`src/rtl/uart_tx_fifo_if.sv`:
```
// uart_tx_fifo_if: producer handshake and line/status signals of the FIFO-buffered UART transmitter
interface uart_tx_fifo_if #(
    parameter int DATA_BITS  = 8,
    parameter int FIFO_DEPTH = 16
);
    logic [DATA_BITS-1:0]        data_in;
    logic                        wr_en;
    logic                        full;
    logic [$clog2(FIFO_DEPTH):0] fifo_count;
    logic                        overflow;
    logic                        busy;
    logic                        tx;
    modport master (output data_in, wr_en, input full, fifo_count, overflow, busy, tx);
    modport slave (input data_in, wr_en, output full, fifo_count, overflow, busy, tx);
endinterface

```
`src/rtl/uart_tx_fifo.sv`:
```
// uart_tx_fifo: FIFO-buffered UART transmitter with configurable data bits, parity and stop bits
module uart_tx_fifo #(
    parameter int CLKFREQ    = 50_000_000,
    parameter int BAUDS      = 9600,
    parameter int DATA_BITS  = 8,
    parameter int PARITY     = 0,
    parameter int STOP_BITS  = 1,
    parameter int FIFO_DEPTH = 16
) (
    input  logic          clk,
    input  logic          rst,
    uart_tx_fifo_if.slave bus
);
    localparam int DIV = CLKFREQ / BAUDS;
    localparam int DW  = $clog2(DIV + 2);
    localparam int AW  = $clog2(FIFO_DEPTH);
    localparam int CW  = AW + 1;
    localparam logic [DW-1:0] DIV_LAST  = DW'(DIV - 1);
    localparam logic [CW-1:0] DEPTH     = CW'(FIFO_DEPTH);
    localparam logic [3:0]    LAST_DATA = 4'(DATA_BITS - 1);
    localparam logic [3:0]    LAST_STOP = 4'(STOP_BITS - 1);

    if (DIV < 2 || DATA_BITS < 5 || DATA_BITS > 9 || (STOP_BITS != 1 && STOP_BITS != 2) ||
        PARITY < 0 || PARITY > 2 || FIFO_DEPTH < 2 || (FIFO_DEPTH & (FIFO_DEPTH - 1)) != 0) begin : g_bad_cfg
        $fatal(1, "uart_tx_fifo: illegal parameter set");
    end

    typedef enum logic [2:0] {S_IDLE, S_START, S_DATA, S_PARITY, S_STOP} state_e;

    state_e               state_q, state_d;
    logic [DW-1:0]        div_q, div_d;
    logic [3:0]           bit_q, bit_d;
    logic [DATA_BITS-1:0] shift_q, shift_d;
    logic                 par_q, par_d;
    logic                 tx_q, tx_d;
    logic                 ovf_q;
    logic [AW-1:0]        wptr_q, rptr_q;
    logic [CW-1:0]        count_q;
    logic [DATA_BITS-1:0] mem_q [FIFO_DEPTH];
    logic                 full, empty, wr, pop, bit_end;

    assign full    = count_q == DEPTH;
    assign empty   = count_q == '0;
    assign wr      = bus.wr_en && !full;
    assign bit_end = div_q == DIV_LAST;

    always_comb begin
        state_d = state_q;
        div_d   = '0;
        bit_d   = bit_q;
        shift_d = shift_q;
        par_d   = par_q;
        pop     = 1'b0;
        if (state_q != S_IDLE) div_d = bit_end ? '0 : div_q + 1'b1;
        case (state_q)
            S_IDLE: begin
                pop     = !empty;
                state_d = empty ? S_IDLE : S_START;
            end
            S_START: begin
                bit_d   = '0;
                state_d = bit_end ? S_DATA : S_START;
            end
            S_DATA: if (bit_end) begin
                shift_d = shift_q >> 1;
                par_d   = par_q ^ shift_q[0];
                bit_d   = bit_q + 1'b1;
                if (bit_q == LAST_DATA) begin
                    bit_d   = '0;
                    state_d = PARITY != 0 ? S_PARITY : S_STOP;
                end
            end
            S_PARITY: begin
                bit_d   = '0;
                state_d = bit_end ? S_STOP : S_PARITY;
            end
            S_STOP: if (bit_end) begin
                bit_d = bit_q + 1'b1;
                if (bit_q == LAST_STOP) begin
                    bit_d   = '0;
                    pop     = !empty;
                    state_d = empty ? S_IDLE : S_START;
                end
            end
            default: state_d = S_IDLE;
        endcase
        if (pop) begin
            shift_d = mem_q[rptr_q];
            par_d   = 1'b0;
        end
        // tx is registered, so it reflects the state being entered at this edge
        tx_d = state_d == S_START  ? 1'b0 :
               state_d == S_DATA   ? shift_d[0] :
               state_d == S_PARITY ? par_d ^ (PARITY == 2) : 1'b1;
    end

    always_ff @(posedge clk or posedge rst) begin
        if (rst) begin
            state_q <= S_IDLE;
            div_q   <= '0;
            bit_q   <= '0;
            shift_q <= '0;
            par_q   <= 1'b0;
            tx_q    <= 1'b1;
            ovf_q   <= 1'b0;
            wptr_q  <= '0;
            rptr_q  <= '0;
            count_q <= '0;
        end else begin
            state_q <= state_d;
            div_q   <= div_d;
            bit_q   <= bit_d;
            shift_q <= shift_d;
            par_q   <= par_d;
            tx_q    <= tx_d;
            ovf_q   <= bus.wr_en && full;
            if (wr) wptr_q <= wptr_q + 1'b1;
            if (pop) rptr_q <= rptr_q + 1'b1;
            count_q <= count_q + CW'(wr) - CW'(pop);
        end
    end

    always_ff @(posedge clk) begin
        if (wr) mem_q[wptr_q] <= bus.data_in;
    end

    assign bus.full       = full;
    assign bus.fifo_count = count_q;
    assign bus.overflow   = ovf_q;
    assign bus.busy       = (state_q != S_IDLE) || !empty;
    assign bus.tx         = tx_q;
endmodule

```
`src/flat_wrapper.sv`:
```
// flat-port wrapper written by rule: the top's interface ports become plain ports
module uart_tx_fifo_flat 
#(
    parameter int CLKFREQ    = 50_000_000,
    parameter int BAUDS      = 9600,
    parameter int DATA_BITS  = 8,
    parameter int PARITY     = 0,
    parameter int STOP_BITS  = 1,
    parameter int FIFO_DEPTH = 16
)
  (clk, rst, bus_data_in, bus_wr_en, bus_full, bus_fifo_count, bus_overflow, bus_busy, bus_tx);
  uart_tx_fifo_if #(.DATA_BITS(DATA_BITS), .FIFO_DEPTH(FIFO_DEPTH)) bus_i ();
  input  logic clk;
  input  logic rst;
  input wire logic [$bits(bus_i.data_in)-1:0] bus_data_in;
  input wire logic [$bits(bus_i.wr_en)-1:0] bus_wr_en;
  output wire logic [$bits(bus_i.full)-1:0] bus_full;
  output wire logic [$bits(bus_i.fifo_count)-1:0] bus_fifo_count;
  output wire logic [$bits(bus_i.overflow)-1:0] bus_overflow;
  output wire logic [$bits(bus_i.busy)-1:0] bus_busy;
  output wire logic [$bits(bus_i.tx)-1:0] bus_tx;
  assign bus_i.data_in = bus_data_in;
  assign bus_i.wr_en = bus_wr_en;
  assign bus_full = bus_i.full;
  assign bus_fifo_count = bus_i.fifo_count;
  assign bus_overflow = bus_i.overflow;
  assign bus_busy = bus_i.busy;
  assign bus_tx = bus_i.tx;
  uart_tx_fifo #(.CLKFREQ(CLKFREQ), .BAUDS(BAUDS), .DATA_BITS(DATA_BITS), .PARITY(PARITY), .STOP_BITS(STOP_BITS), .FIFO_DEPTH(FIFO_DEPTH)) u_core (.clk(clk), .rst(rst), .bus(bus_i));
endmodule
```
`config.mk`:
```
export PLATFORM = sky130hd
export DESIGN_NAME = uart_tx_fifo_flat
export DESIGN_NICKNAME = d
export VERILOG_FILES = /design/src/rtl/uart_tx_fifo_if.sv /design/src/rtl/uart_tx_fifo.sv /design/src/flat_wrapper.sv
export SDC_FILE = /design/constraint.sdc
export NUM_CORES = 1
export LEC_CHECK = 0
export CORE_MARGIN = 2
export CORE_UTILIZATION = 55
export DETAILED_ROUTE_END_ITERATION = 10
export PLACE_DENSITY = 0.7
export REMOVE_ABC_BUFFERS = 1
export SETUP_SLACK_MARGIN = 0.1
export SYNTH_ARGS = -nofsm -noshare
export SYNTH_HDL_FRONTEND = slang
export SYNTH_SLANG_ARGS = --single-unit
export TNS_END_PERCENT = 5
```
`constraint.sdc`:
```
create_clock -name clk -period 8 [get_ports clk]
set_clock_uncertainty 0.05 [all_clocks]
set_input_delay 1.6 -clock clk [delete_from_list [all_inputs] [get_ports clk]]
set_output_delay 1.6 -clock clk [all_outputs]
set_load 0.01 [all_outputs]
```
Word-level counts from Yosys, hierarchy flattened
Memory sizes are Yosys's and may differ from the RTL's. Index checks and enable logic that the tools add are counted.

Bits in latches: 0. Bits in writable memories: 128. Memories: 1. Register bits: 44. Memory bits (read-only): 0. Output and inout port bits: 9. Input port bits: 11.

Memories: u_core.mem_q (depth 16, bits a word 8, read ports 1, clocked after Yosys merged registers in 0, write ports 1, line uart_tx_fifo.sv:39) `logic [DATA_BITS-1:0] mem_q [FIFO_DEPTH];`.

Equality and inequality tests: 12. Shift operators: 0. Divide/modulo/power cells: 0. Reduce and logical (&&, ||, !) cells: 15. Order comparisons: 0. Multiplexer cells: 29. Bitwise operators: 1. $mul: 0. Add/sub/neg operators: 6.

Operators with widths (number): 13-bit two-way mux (2); 8-bit two-way mux (3); 4-bit two-way mux (4); 3-bit two-way mux (5); 3-bit case mux with 5 select lines (1); 13-bit by 1-bit adder with 13-bit output, second input constant (1); 13-bit == test, second input constant (1); 4-bit by 1-bit adder with 4-bit output, second input constant (3); 3-bit by 2-bit == test with 1-bit output, second input constant (4); 4-bit case mux with 3 select lines (1); 1-bit two-way mux (11); 3-bit by 1-bit == test with 1-bit output, second input constant (2); 3-bit nonzero test (2); 5-bit by 1-bit adder with 5-bit output (1); 5-bit == test, second input constant (1); 5-bit zero test (1); 5-bit by 1-bit subtractor with 5-bit output (1); 4-bit by 3-bit == test with 1-bit output, second input constant (1); 4-bit zero test (1); 2-bit by 1-bit != test with 1-bit output, second input constant (2); 2-bit nonzero test (2); 3-bit == test, second input constant (1); 3-bit zero test (1); 3-bit AND reduction (1); 8 further kinds (10).

Longest topological paths before layout
Gate-level depths: netlist of the first run.

Depth after elaboration: 9. Mapped depth: 17. Mapped depth without buffers: 16.

Worst setup path before layout of the first run
No wires, ideal clock.

Path kind: reg2reg. Start: reg u_core.bit_q[0]. End: reg u_core.count_q[4] (netlist: u_core.bus.fifo_count[4]). Clock period less this slack: 3337 ps. Data required time: 7825 ps. Buffers on the path: 1. Arrival: 3162 ps. Setup slack: 4663 ps. Library setup time: 125 ps. Stages on the path, launching flop included: 18. Cell sequence: dfrtp_1 -> inv_1 -> ha_1 -> or3b_2 -> o41ai_2 -> nand3_1 -> inv_2 -> buf_4 -> ha_1 -> inv_1 -> ha_1 -> inv_1 -> fa_1 -> inv_1 -> a21oi_1 -> nor2_1 -> nor2_1 -> xnor2_1.

Cells in the longest elaborated chain, start to end: 5.

Ends and longest elaborated chain: from (decl) (line uart_tx_fifo.sv:32) `logic [3:0] bit_q, bit_d;`; from (signal assigned) (line uart_tx_fifo.sv:112) `bit_q <= bit_d;`; 4-bit zero test (line uart_tx_fifo.sv:79) `if (bit_q == LAST_STOP) begin`; 1-bit two-way mux (line uart_tx_fifo.sv:79); 1-bit two-way mux (line uart_tx_fifo.sv:77) `S_STOP: if (bit_end) begin`; 1-bit case mux with 2 select lines (line uart_tx_fifo.sv:55) `case (state_q)`; named net u_core.pop (line uart_tx_fifo.sv:40) `logic full, empty, wr, pop, bit_end;`; 5-bit by 1-bit subtractor with 5-bit output (line uart_tx_fifo.sv:119) `count_q <= count_q + CW'(wr) - CW'(pop);`; to (signal assigned) (line uart_tx_fifo.sv:119); to (decl) (line uart_tx_fifo.sv:38) `logic [CW-1:0] count_q;`.

The timed path passes the listed nets, and every way through them passes these cells. A chain may end at the register's enable or synchronous reset.

Final worst setup path of the first run
Start: reg u_core.count_q[2] (netlist: u_core.bus.fifo_count[2]). End: out bus_busy.

Cells in the longest elaborated chain, start to end: 3.

Ends and longest elaborated chain: 5-bit zero test (line uart_tx_fifo.sv:43) `assign empty = count_q == '0;`; 1-bit zero test (line uart_tx_fifo.sv:130) `assign bus.busy = (state_q != S_IDLE) || !empty;`; 1-bit logical OR (line uart_tx_fifo.sv:130); to (decl) (line flat_wrapper.sv:20) `output wire logic [$bits(bus_i.busy)-1:0] bus_busy;`.

No other way between the ends.

==> flow_summary.toml, run 1 <==
[place]
place_congestion = 0.743
preCtsSetupSlack_ns = 3.75
dpl.hpwl_microns = 8470
count_of_input_and_output_buffers = 19

[detailed_routing]
post_drt_via_cell_ratio = 5.73
first_iter_violations = 366
routedWlPerCell_microns = 20.0
antenna_violating_nets_post_route = 0
drc_errors = 0
vias_post_dr = 3738
total_routed_length_microns = 13000
drt-pass1-iter-count = 4

[worst_hold_path]
timing.hold.worst_path_depth = 1
holdCritPathClass = "flop to flop"

[yosys]
ys_seq_area_share_pct = 68.7
async_flop_share_pct = 25.6
synth_largest_area_cell = "sky130_fd_sc_hd__edfxtp_1"
ys_dominant_reg_cell = "sky130_fd_sc_hd__edfxtp_1"
synth.top_cell.area_share_pct = 53.4
netlist_instances = 446
syn-mean-instance-area_sq_um = 16.1
count_of_flip_flops_with_a_built_in_enable_after_synthesis = 128
synthMostInstantiatedCell = "sky130_fd_sc_hd__edfxtp_1"
ys_types = 50
cells_taking_the_most_area_after_synthesis = "sky130_fd_sc_hd__edfxtp_1 53%, sky130_fd_sc_hd__dfrtp_1 15%, sky130_fd_sc_hd__mux4_2 10%, sky130_fd_sc_hd__ha_1 2.4%, sky130_fd_sc_hd__xnor2_1 1.8%"
synth_top_cells_by_count = "128 x sky130_fd_sc_hd__edfxtp_1, 43 x sky130_fd_sc_hd__dfrtp_1, 32 x sky130_fd_sc_hd__mux4_2"
synth_seq_cells = 172
netlist_area_sq_mm = 0.00720
yosysWarnings = 0

[power]
switching_share_pct = 24.1
ir_worst_vdd_uv = 216
clkPwrFrac_pct = 39.4
p_switching_mw = 0.545
power_density_mw_per_mm2 = 277
seq_power_share_pct = 48.5
power.leakage_nw = 2.98
cell_internal_pwr_mw = 1.72
comb_power_share_pct = 12.1
post-layout-total-power_mw = 2.27

[worst_setup_path]
rr_worst_depth = 14
regToRegSetupSlack_ns = 4.31
crit_end = "bus_busy"
crit_arrival_ns = 2.41
timing_worst_setup_path_type = "flop to output pin"
crit-reg2reg-capture = "u_core.bus.fifo_count[4]$_DFF_PP0_"
timing.critical_path.to_type = "output pin"
timing_startpoint_of_the_critical_path = "u_core.bus.fifo_count[2]$_DFF_PP0_"
worst-endpoint-required_ns = 6.35
critical_path.startpoint_type = "flop"
worstReg2RegStart = "u_core.div_q[5]$_DFF_PP0_"
path_max_fanout = 3

[die]
initial_core_util_pct = 56.6
die_w_microns = 118
core_region_area_sq_mm = 0.0127
die_h_microns = 118
design.die.area_sq_mm = 0.0140
top_level_ports = 20
floorplan.rows = 41

[grt]
grt_max_degree = 45
antenna_found_initial = 0
grt.overflow.total = 0
global_route_wire_length_before_repair_microns = 21300
gr_usage_total_pct = 20.5
first_global_vias = 3883

[sta]
max_freq_mhz = 246
final_period_minus_worst_setup_slack_ns = 4.06
report.final.setup_viol = 0
fin_tns_setup_ns = 0
setup_slack_ns = 3.94
worst_pin_slew_ns = 1.04
finalCritPeriodShare_pct = 50.7
final_max_slew_violation_count = 0
grt_setup_unrepaired = "no"
final_hold_viol_count = 0
maxSlewHeadroom_pct = 30.0

[clock_network]
cts_htree_levels = 4
clk_latency_worst_skew_pair_ns = 0.43
post_cts_hold_buffer_count = 0
post_cts_buffers = 0
clock-root-buffer = "sky130_fd_sc_hd__clkbuf_16"
cts_tree = "done"
path_clk_slew_ns = 0.06
clkSinkCount = 172
clock_path_buffers = 2
numCtsBuffers = 17
cts-resized-gates = 0

[cells_and_area]
area_growth_pct = 13.8
final_layout_size_suffix_gt1_share_pct = 16.3
final_stage_net_count = 493
antenna_cells_inserted = 0

[outcome]
outcome = "complete, no violations"

[flow_run]
maxCapViolCount = 0
## registers in the layout, indices dropped and copies added, names as in the netlist
register               flops
u_core.mem_q             128
u_core.div_q              13
u_core.shift_q             8
u_core.bus.fifo_count      5
u_core.bit_q               4
u_core.rptr_q              4
u_core.wptr_q              4
u_core.state_q             3
u_core.bus.overflow        1
u_core.bus.tx              1
u_core.par_q               1
## layer usage
metal  vias to the layer above  share of wire [%]  wire length, microns  GRT usage [%]
li1                       1743                  -                     -              -
met1                      1874                 48                  6200           30.6
met2                       102                 46                  5940           29.1
met3                        19                5.0                   652           5.07
met4                         0                1.9                   246           8.33
met5                         -                  0                     0              0
## power groups by stage
| stage | Combinational [mW] | Sequential [mW] | Clock, mW |
|---|---|---|---|
| floorplan | 0.171 | 1.11 | 0 |
| global placement | 0.269 | 1.11 | 0 |
| detailed placement | 0.276 | 1.12 | 0 |
| CTS | 0.279 | 1.10 | 0.908 |
| global route | 0.306 | 1.11 | 0.946 |
| finish | 0.274 | 1.10 | 0.893 |
## worst min path at each step
stage                                    from                   endpoint  slack, ns
floorplan           u_core.div_q[0]$_DFF_PP0_  u_core.div_q[0]$_DFF_PP0_       0.41
global placement    u_core.div_q[0]$_DFF_PP0_  u_core.div_q[0]$_DFF_PP0_       0.42
detailed placement  u_core.div_q[0]$_DFF_PP0_  u_core.div_q[0]$_DFF_PP0_       0.43
CTS                 u_core.div_q[0]$_DFF_PP0_  u_core.div_q[0]$_DFF_PP0_       0.44
global route        u_core.div_q[0]$_DFF_PP0_  u_core.div_q[0]$_DFF_PP0_       0.48
finish              u_core.div_q[0]$_DFF_PP0_  u_core.div_q[0]$_DFF_PP0_       0.44
## area by class of cell
class	count	area (sq um)
Fill cell	934	4540
Sequential cell	172	4950
Clock buffer	19	453
Tap cell	172	215
Clock inverter	13	203
Inverter	23	86.3
Timing Repair Buffer	21	205
Multi-Input combinational cell	232	2080
## per-stage QoR
step                      utilization [%]  hold slack (ns)  std cells  cell area, sq um
final                                64.3            0.439        652              8190
after global routing                 64.3            0.476        652              8190
after CTS                            64.3            0.437        652              8190
after detailed placement             59.2            0.429        620              7530
after global placement               59.2            0.423        620              7530
after floorplan                         -            0.405        427              7110
## worst max-delay path, stage by stage (launching register included)
cell                              delay, ns
sky130_fd_sc_hd__dfrtp_1               0.40
sky130_fd_sc_hd__inv_1                 0.09
sky130_fd_sc_hd__ha_1                  0.17
sky130_fd_sc_hd__or4b_2                0.66
sky130_fd_sc_hd__nand2b_1              0.18
sky130_fd_sc_hd__clkdlybuf4s50_1       0.48
## placed cells by master (no fill, tap or decap), types with 10 or more instances in the layout
cell type,Yosys,layout
sky130_fd_sc_hd__edfxtp_1,128,128
sky130_fd_sc_hd__dfrtp_1,43,42
sky130_fd_sc_hd__mux4_2,32,32
sky130_fd_sc_hd__nor2_1,28,28
sky130_fd_sc_hd__nand2_1,23,23
sky130_fd_sc_hd__inv_1,22,21
sky130_fd_sc_hd__clkdlybuf4s50_1,0,19
sky130_fd_sc_hd__clkbuf_16,0,17
sky130_fd_sc_hd__xnor2_1,15,15
sky130_fd_sc_hd__a22oi_1,14,14
sky130_fd_sc_hd__ha_1,14,14
sky130_fd_sc_hd__and2_1,12,12
sky130_fd_sc_hd__o21ai_0,11,11
sky130_fd_sc_hd__nand3_1,10,10
## logic make-up (layout without fill, tap and decap cells)
group           after synthesis  count (layout)  share of synthesized area [%]
flops                       172             172                           68.7
simple gates                115             115                           8.40
buf+inv                      42              76                           2.42
compound gates               40              40                           3.91
mux                          40              40                           11.1
xor+xnor                     22              22                           2.68
fa+ha+maj                    15              15                           2.71
Note: power is estimated with default switching activity, not from simulation.
==> inputs of run 2 (changes only) <==
- clock period: 8 -> 3.8 ns (I/O delays scaled with it)
==> run 2 against run 1 <==
  * Die area unchanged
  * Worst hold slack improved by 0.00059 ns
  * Critical path depth up 11
  * Critical endpoint is now u_core.bus.fifo_count[4]$_DFF_PP0_
  * Wire length increased by 3.1%
  * Cell count grew 1.8%
==> flow_summary.toml, run 2 (synthesis results as in run 1) <==
[worst_setup_path]
critical_path_buf_inv_count = 5
critical_path.startpoint_type = "flop"
stage_delay_of_the_slowest_cell_on_the_critical_path_ns = 0.49
path_max_fanout = 3
crit_arrival_ns = 3.49
regToRegSetupSlack_ns = 0.57
rr_worst_depth = 16
critical-path-slowest-cell = "sky130_fd_sc_hd__or3b_2"
critPathTopFamily = "adder cells"
worstReg2RegStart = "u_core.bit_q[0]$_DFFE_PP0P_"
timing.critical_path.to_type = "flop"
path_depth = 16
worst-endpoint-required_ns = 4.06
critical_path.cell_chain = "inv_1, ha_1, or3b_2, o41ai_2, nand3_1, inv_2, ha_1, inv_1, ha_1, inv_1, fa_1, inv_1, a21oi_1, nor2_1, nor2_1, xnor2_1"
crit_top_cell = "sky130_fd_sc_hd__inv_1"
crit-reg2reg-capture = "u_core.bus.fifo_count[4]$_DFF_PP0_"
timing_worst_setup_path_type = "flop to flop"

[power]
ir_worst_vdd_uv = 402
power_density_mw_per_mm2 = 565
power.leakage_nw = 3.02

[place]
dpl.hpwl_microns = 8770
count_of_input_and_output_buffers = 19
preCtsSetupSlack_ns = 0.546
place_congestion = 0.768

[clock_network]
clkSinkCount = 172
clock-root-buffer = "sky130_fd_sc_hd__clkbuf_16"
clk_latency_worst_skew_pair_ns = 0.43
cts_htree_levels = 4
path_clk_slew_ns = 0.06
clock_path_buffers = 2
numCtsBuffers = 17
cts_tree = "done"
post_cts_buffers = 0
cts-resized-gates = 0
post_cts_hold_buffer_count = 0

[cells_and_area]
mostFrequentLayoutCell = "sky130_fd_sc_hd__edfxtp_1"
final_stage_net_count = 505
register_with_the_highest_flop_count = "u_core.mem_q"
final_layout_size_suffix_gt1_share_pct = 17.5
antenna_cells_inserted = 0
largest_registers = "u_core.mem_q (128), u_core.div_q (13), u_core.shift_q (8)"
area_growth_pct = 14.3
number_of_flip_flops_in_the_largest_register = 128
most_used_cells_in_the_layout_excluding_fill_and_tap_cells = "128 x sky130_fd_sc_hd__edfxtp_1, 42 x sky130_fd_sc_hd__dfrtp_1, 32 x sky130_fd_sc_hd__mux4_2"

[flow_run]
maxCapViolCount = 0

[detailed_routing]
first_iter_violations = 330
post_drt_via_cell_ratio = 5.79
routedWlPerCell_microns = 20.2
drt-pass1-iter-count = 5
total_routed_length_microns = 13400
drc_errors = 0
vias_post_dr = 3842
antenna_violating_nets_post_route = 0

[grt]
grt_max_degree = 45
antenna_found_initial = 0
grt.overflow.total = 0
first_global_vias = 3975
gr_usage_total_pct = 21.0
global_route_wire_length_before_repair_microns = 21800

[sta]
maxSlewHeadroom_pct = 36.4
final_period_minus_worst_setup_slack_ns = 3.23
setup_slack_ns = 0.570
report.final.setup_viol = 0
grt_setup_unrepaired = "no"
final_max_slew_violation_count = 0
final_hold_viol_count = 0
worst_pin_slew_ns = 0.952
fin_tns_setup_ns = 0
finalCritPeriodShare_pct = 85.0
max_freq_mhz = 310

[die]
design.die.area_sq_mm = 0.0140
core_region_area_sq_mm = 0.0127
floorplan.rows = 41
top_level_ports = 20
die_h_microns = 118
die_w_microns = 118
initial_core_util_pct = 56.6

[outcome]
outcome = "complete, no violations"

[worst_hold_path]
timing.hold.worst_path_depth = 1
min-delay-start = "u_core.div_q[0]$_DFF_PP0_"
holdCritPathClass = "flop to flop"
hold-path-endpoint = "u_core.div_q[0]$_DFF_PP0_"
## run 2: stage by stage
| step | instances | instance area (sq um) | power [mW] | hold WS [ns] | util, % |
|---|---|---|---|---|---|
| 2_1_floorplan | 427 | 7110 | 2.69 | 0.405 | - |
| 3_3_place_gp | 632 | 7620 | 2.90 | 0.422 | 59.9 |
| 3_5_place_dp | 632 | 7620 | 2.94 | 0.436 | 59.9 |
| 4_1_cts | 664 | 8220 | 4.68 | 0.445 | 64.6 |
| 5_1_grt | 664 | 8220 | 4.83 | 0.480 | 64.6 |
| 6_report | 664 | 8220 | 4.64 | 0.440 | 64.6 |
## run 2: worst reg2reg max path: stages (launching register included)
cell	delay [ns]
sky130_fd_sc_hd__dfrtp_1	0.39
sky130_fd_sc_hd__inv_1	0.09
sky130_fd_sc_hd__ha_1	0.14
sky130_fd_sc_hd__or3b_2	0.49
sky130_fd_sc_hd__o41ai_2	0.39
sky130_fd_sc_hd__nand3_1	0.19
sky130_fd_sc_hd__inv_2	0.10
sky130_fd_sc_hd__ha_1	0.22
sky130_fd_sc_hd__inv_1	0.06
sky130_fd_sc_hd__ha_1	0.16
sky130_fd_sc_hd__inv_1	0.05
sky130_fd_sc_hd__fa_1	0.40
sky130_fd_sc_hd__inv_1	0.08
sky130_fd_sc_hd__a21oi_1	0.07
sky130_fd_sc_hd__nor2_1	0.09
sky130_fd_sc_hd__nor2_1	0.06
sky130_fd_sc_hd__xnor2_1	0.11
## run 2: per-layer routing
layer	wire length, microns	track usage, %	up-vias
met4	222	8.71	0
met5	0	0	-
met3	616	4.25	21
li1	-	-	1757
met1	5920	29.7	1969
met2	6680	32.3	95
## run 2: worst max-delay path by stage
| stage | from | to | slack (ns) |
|---|---|---|---|
| 4_1_cts | u_core.bit_q[0]$_DFFE_PP0P_ | u_core.bus.fifo_count[4]$_DFF_PP0_ | 0.54 |
| 3_3_place_gp | u_core.bit_q[0]$_DFFE_PP0P_ | u_core.bus.fifo_count[4]$_DFF_PP0_ | 0.64 |
| 6_report | u_core.bit_q[0]$_DFFE_PP0P_ | u_core.bus.fifo_count[4]$_DFF_PP0_ | 0.57 |
| 2_1_floorplan | u_core.bit_q[0]$_DFFE_PP0P_ | u_core.bus.fifo_count[4]$_DFF_PP0_ | 0.51 |
| 5_1_grt | u_core.bit_q[0]$_DFFE_PP0P_ | u_core.bus.fifo_count[4]$_DFF_PP0_ | 0.25 |
| 3_5_place_dp | u_core.bit_q[0]$_DFFE_PP0P_ | u_core.bus.fifo_count[4]$_DFF_PP0_ | 0.55 |
## run 2: layout make-up
class / instances / area (sq um)
fillers: 933 / 4500
clock buffers: 21 / 460
well taps: 172 / 215
inverters: 23 / 86.3
multi-input cells: 232 / 2080
repair buffers: 33 / 295
clock inverters: 11 / 141
flip-flops and latches: 172 / 4950
## run 2: power breakdown
| group | switching, mW | internal, mW |
|---|---|---|
| combinational | 0.331 | 0.262 |
| clock | 0.679 | 1.07 |
| sequential | 0.0887 | 2.22 |
| total | 1.10 | 3.54 |
